$ cat src/rtl/wb_stage.sv
// wb_stage: writeback stage of the pipeline.
// Selects the register-file write data from the ALU, memory, link or immediate
// source. A load whose data has not arrived parks the stage in WAIT_MEM until
// mem_valid_i. The outputs rf_we_o, rf_waddr_o and rf_wdata_o are registered,
// and rf_wdata_o also serves as the forwarding source.
// Optional feature macro: WB_LOAD_EXT_EN. When it is defined, load data is
// lane-extracted and sign- or zero-extended. When it is undefined, mem_data_i
// passes through unmodified.
module wb_stage #(
   parameter int XLEN = 32,
   parameter int AW   = 5
) (
   input  logic                          clk,
   input  logic                          rst_n,
   input  logic                          valid_i,
   output logic                          ready_o,
   input  logic [AW-1:0]                 rd_i,
   input  logic                          reg_write_i,
   input  logic [1:0]                    wb_sel_i,
   input  logic [XLEN-1:0]               alu_data_i,
   input  logic [XLEN-1:0]               link_data_i,
   input  logic [XLEN-1:0]               imm_data_i,
   input  logic                          mem_valid_i,
   input  logic [XLEN-1:0]               mem_data_i,
   input  logic [1:0]                    mem_size_i,
   input  logic                          mem_unsigned_i,
   input  logic [$clog2(XLEN/8)-1:0]     addr_lo_i,
   output logic                          rf_we_o,
   output logic [AW-1:0]                 rf_waddr_o,
   output logic [XLEN-1:0]               rf_wdata_o,
   output logic                          busy_o
);

   localparam int OW = $clog2(XLEN/8);

   typedef enum logic {
      IDLE     = 1'b0,
      WAIT_MEM = 1'b1
   } state_t;

   state_t          state_reg;
   logic [AW-1:0]   hold_rd_reg;
   logic            hold_we_reg;
   logic [XLEN-1:0] ld_data;
   logic [XLEN-1:0] sel_data;

`ifdef WB_LOAD_EXT_EN
   logic [1:0]      hold_size_reg;
   logic            hold_uns_reg;
   logic [OW-1:0]   hold_lo_reg;
   logic [1:0]      ld_size;
   logic            ld_uns;
   logic [OW-1:0]   ld_lo;
   logic [OW-1:0]   ld_off;
   logic [XLEN-1:0] ld_shift;

   // Use the held load attributes while waiting, otherwise the live ones
   always_comb begin
      if (state_reg == WAIT_MEM) begin
         ld_size = hold_size_reg;
         ld_uns  = hold_uns_reg;
         ld_lo   = hold_lo_reg;
      end else begin
         ld_size = mem_size_i;
         ld_uns  = mem_unsigned_i;
         ld_lo   = addr_lo_i;
      end
   end

   // Align the byte offset to the access size, then shift the lane down to bit 0
   always_comb begin
      ld_off = ld_lo;
      case (ld_size)
         2'b00:   ld_off = ld_lo;
         2'b01:   ld_off = ld_lo & ~OW'(1);
         2'b10:   ld_off = ld_lo & ~OW'(3);
         default: ld_off = '0;
      endcase
      ld_shift = mem_data_i >> {ld_off, 3'b000};
   end

   // Sign- or zero-extend the extracted lane to XLEN
   always_comb begin
      ld_data = ld_shift;
      case (ld_size)
         2'b00: ld_data = ld_uns ? XLEN'(ld_shift[7:0])  : XLEN'($signed(ld_shift[7:0]));
         2'b01: ld_data = ld_uns ? XLEN'(ld_shift[15:0]) : XLEN'($signed(ld_shift[15:0]));
         2'b10: ld_data = ld_uns ? XLEN'(ld_shift[31:0]) : XLEN'($signed(ld_shift[31:0]));
         // A dword on a 32-bit datapath degenerates to a full-width word.
         default: ld_data = ld_shift;
      endcase
   end
`else
   logic unused_ld_attr;
   assign unused_ld_attr = ^{mem_size_i, mem_unsigned_i, addr_lo_i};
   assign ld_data = mem_data_i;
`endif

   // Select the writeback source for a bundle that completes in IDLE
   always_comb begin
      sel_data = alu_data_i;
      case (wb_sel_i)
         2'b00:   sel_data = alu_data_i;
         2'b01:   sel_data = ld_data;
         2'b10:   sel_data = link_data_i;
         default: sel_data = imm_data_i;
      endcase
   end

   assign ready_o = (state_reg == IDLE);
   assign busy_o  = (state_reg == WAIT_MEM);

   // Writeback FSM: a completing bundle writes on the next edge, and a load
   // without data is parked until mem_valid_i
   always_ff @(posedge clk or negedge rst_n) begin
      if (!rst_n) begin
         state_reg     <= IDLE;
         rf_we_o       <= 1'b0;
         rf_waddr_o    <= '0;
         rf_wdata_o    <= '0;
         hold_rd_reg   <= '0;
         hold_we_reg   <= 1'b0;
`ifdef WB_LOAD_EXT_EN
         hold_size_reg <= '0;
         hold_uns_reg  <= 1'b0;
         hold_lo_reg   <= '0;
`endif
      end else begin
         rf_we_o <= 1'b0;
         case (state_reg)
            IDLE: begin
               if (valid_i) begin
                  if ((wb_sel_i != 2'b01) || mem_valid_i) begin
                     rf_waddr_o <= rd_i;
                     rf_wdata_o <= sel_data;
                     rf_we_o    <= reg_write_i && (rd_i != '0);
                  end else begin
                     hold_rd_reg   <= rd_i;
                     hold_we_reg   <= reg_write_i;
`ifdef WB_LOAD_EXT_EN
                     hold_size_reg <= mem_size_i;
                     hold_uns_reg  <= mem_unsigned_i;
                     hold_lo_reg   <= addr_lo_i;
`endif
                     state_reg     <= WAIT_MEM;
                  end
               end
            end
            WAIT_MEM: begin
               if (mem_valid_i) begin
                  rf_waddr_o <= hold_rd_reg;
                  rf_wdata_o <= ld_data;
                  rf_we_o    <= hold_we_reg && (hold_rd_reg != '0);
                  state_reg  <= IDLE;
               end
            end
            default: state_reg <= IDLE;
         endcase
      end
   end

endmodule

$ cat config.mk
export PLATFORM = sky130hd
export DESIGN_NAME = wb_stage
export DESIGN_NICKNAME = d
export VERILOG_FILES = /design/src/rtl/wb_stage.sv
export SDC_FILE = /design/constraint.sdc
export NUM_CORES = 1
export LEC_CHECK = 0
export BUFFER_PORTS_ARGS = -buffer_cell sky130_fd_sc_hd__buf_2
export CORE_MARGIN = 10
export CORE_UTILIZATION = 39
export CTS_CLUSTER_DIAMETER = 50
export DETAILED_ROUTE_END_ITERATION = 10
export PLACE_DENSITY_LB_ADDON = 0.25
export SYNTH_ARGS = -nofsm -noshare
export SYNTH_HDL_FRONTEND = slang
export SYNTH_SLANG_ARGS = --single-unit
$ cat constraint.sdc
create_clock -name clk -period 1.43 [get_ports clk]
set_input_delay 0 -clock clk [delete_from_list [all_inputs] [get_ports clk]]
set_output_delay 0 -clock clk [all_outputs]
set_load 0.02 [all_outputs]
==> run summary <==
outcome = finished with violations
failing checks = negative setup slack
Die Span X = 106 um
max reg flops = 32
Setup WS post-layout = -25.3 ps
remaining global-route overflow = 0
Leak = 2.18 nW
max_slew headroom = 63.8%
Critical Path AT = 1630 ps
Final period util = 102%
# setup viols final = 15
Sw Pwr = 1.31 mW
die area = 11200 sq um
Placed Area = 3980 sq um
area leader, netlist = dfrtp_1
Clk Latency, worst-skew pair = 290 ps
critical path class = reg2reg
Warnings, synthesis = 0
Final Util = 58.0%
dominant cell by count in the synthesized netlist = dfrtp_1
GPL Wtd Cong = 0.782
vias in the first global route = 3150
register area share after synthesis = 39.2%
#FFs+latches synth = 45
Power Density = 982 nW/um^2
clock share of power = 24.5%
DP HPWL = 8.00 mm
H-tree Lvls = 2
HP Class = in2reg
Antenna Cells = 0
Synth Cell Area = 2880 sq um
Combinational Power Share = 35.0%
clock skew = 7.82 ps
area delta synth->final = 45.6%
die extent in y = 106 um
share of layout cells above drive strength 1 = 60.9%
FF-to-FF End = rf_wdata_o[18]
Mapped Cells = 194
ranking of synthesized cells by area = dfrtp_1, mux4_1, a221o_1
R2R Path Start = busy_o
first drt pass iteration count = 4
r2r setup slk = -30 ps
final wirelength = 10.0 mm
switch share = 31.8%
TritonCTS clock tree = yes
Setup crit start kind = register
Post-Syn Area per Cell = 14.8 sq um
initial antenna violation count = 0
Cell variety after synth = 20
sink of the worst hold path = rf_wdata_o[1]
f_max = 687 MHz
Root Driver = clkbuf_8
DRT iter0 DRCs = 70
hold_sp = mem_data_i[1]
Worst-Margin Slew = 543 ps
fin nets = 530
origin of the worst setup path = busy_o
clock transition at the registers of the reported paths = 90 ps
Post-synth top cells = dfrtp_1, a221o_1, and3_1
ys flop type = dfrtp_1
Critical Path RT = 1610 ps
largest net degree at the start of global routing = 33
I/O pins = 185
hold depth = 3
row cnt = 31
max_cap viols = 0
Final min period = 1460 ps
WL/cell = 20.7 um
Synth top area share = 39.2%
CTS Buffer Depth = 2
Layout fillers = 675
RSZ-0062 raised after global routing = true
number of I/O port buffers = 179
DRT antenna net count = 0
total number of vias = 2684
CTS Buf Count = 5
core area = 7210 sq um
initial core utilization = 39.9%
Max Transition Viols Final = 0
final hold violations = 0
Total GRT Usage = 17.4%
Post-synth EDFFs = 0
peak supply drop = 0.000458 V
global-route wire length before repair = 15.9 mm
Crit. End Element = register
R2R depth = 4
Seq pwr share = 40.5%
Post-synth ARST share = 100%
Synth Net Count = 339
worst-path maximum fanout = 21
finished layout cell area = 4190 sq um
Internal = 2.80 mW
clock sink count = 45
routed vias/inst = 5.53
drt drc = 0
-- final cells by class --
cell class / count / area [sq um] / share of cell area, %
sequential: 45 / 1130 / 26.9
clock inverter: 2 / 37.5 / 0.896
inverter: 2 / 7.51 / 0.179
tap: 99 / 124 / 2.96
clock buffer: 6 / 82.6 / 1.97
timing repair buffer: 206 / 1180 / 28.1
multi-input combinational: 125 / 1630 / 39.0
-- how the worst max path moves through the flow --
stage / end / slack (ps)
floorplan: rf_wdata_o[1] / -40
finish: rf_wdata_o[18] / -30
global route: rf_wdata_o[19] / -90
detailed placement: rf_wdata_o[5] / -30
global placement: rf_wdata_o[5] / -30
CTS: rf_wdata_o[18] / -30
-- per-layer routing --
layer / wire length (um) / global-route usage [%] / vias to the layer above
li1: - / - / 1227
met1: 3860 / 18.8 / 1321
met2: 5230 / 31.1 / 126
met3: 803 / 6.21 / 10
met4: 136 / 5.03 / 0
met5: 0 / 0 / -
-- power groups by stage --
stage                     clock [mW]  sequential [mW]  combinational [mW]
after floorplan                    0             1.93               0.563
after global placement             0             1.67                1.41
after detailed placement           0             1.68                1.44
after CTS                       1.03             1.67                1.45
after global routing            1.09             1.70                1.55
final                           1.01             1.67                1.44
-- stage by stage --
| step | hold WS [ps] | setup TNS [ps] | power (mW) | cells | setup WS (ps) |
|---|---|---|---|---|---|
| 6_report | 48.8 | -186 | 4.11 | 485 | -25.3 |
| 5_1_grt | 48.6 | -2210 | 4.34 | 485 | -89.9 |
| 3_3_place_gp | 4.42 | -154 | 3.08 | 470 | -31.3 |
| 2_1_floorplan | -296 | -1130 | 2.50 | 194 | -37.8 |
| 3_5_place_dp | 13.2 | -324 | 3.12 | 470 | -34.4 |
| 4_1_cts | 41.1 | -497 | 4.15 | 485 | -31.8 |
-- layout by cell type (no fill, tap or decap), types with 2 or more instances in the layout --
cell type	synthesis	routed
a221o_1	32	32
and3_1	32	32
buf_12	0	4
buf_2	7	179
buf_4	0	14
clkbuf_8	0	6
dfrtp_1	45	44
dlygate4sd3_1	0	7
inv_1	2	2
mux2_2	16	16
mux4_1	27	27
mux4_2	5	5
or4_1	2	2
-- logic make-up after synthesis --
kind of cell	count (synthesis)	synth area share [%]
AOI/OAI and AO/OA	36	12.2
buffers and inverters	24	4.74
DFF	45	39.2
muxes	48	34.9
and+or+nand+nor	41	9.05
-- critical path, cell delays in order (launching register included) --
cell and delay (ps):
dfrtp_2 430, nor2_2 70, a211o_1 280, buf_6 190, a221o_1 360
-- repair_timing --
item / CTS / global route
endpoints found under the hold margin: 28 / 0
setup buffers: 0 / 0
hold buffers: 7 / 0
setup endpoints to repair: 39 / 44
gates resized for setup: 1 / 5
Power figures use the tool's default switching activity.
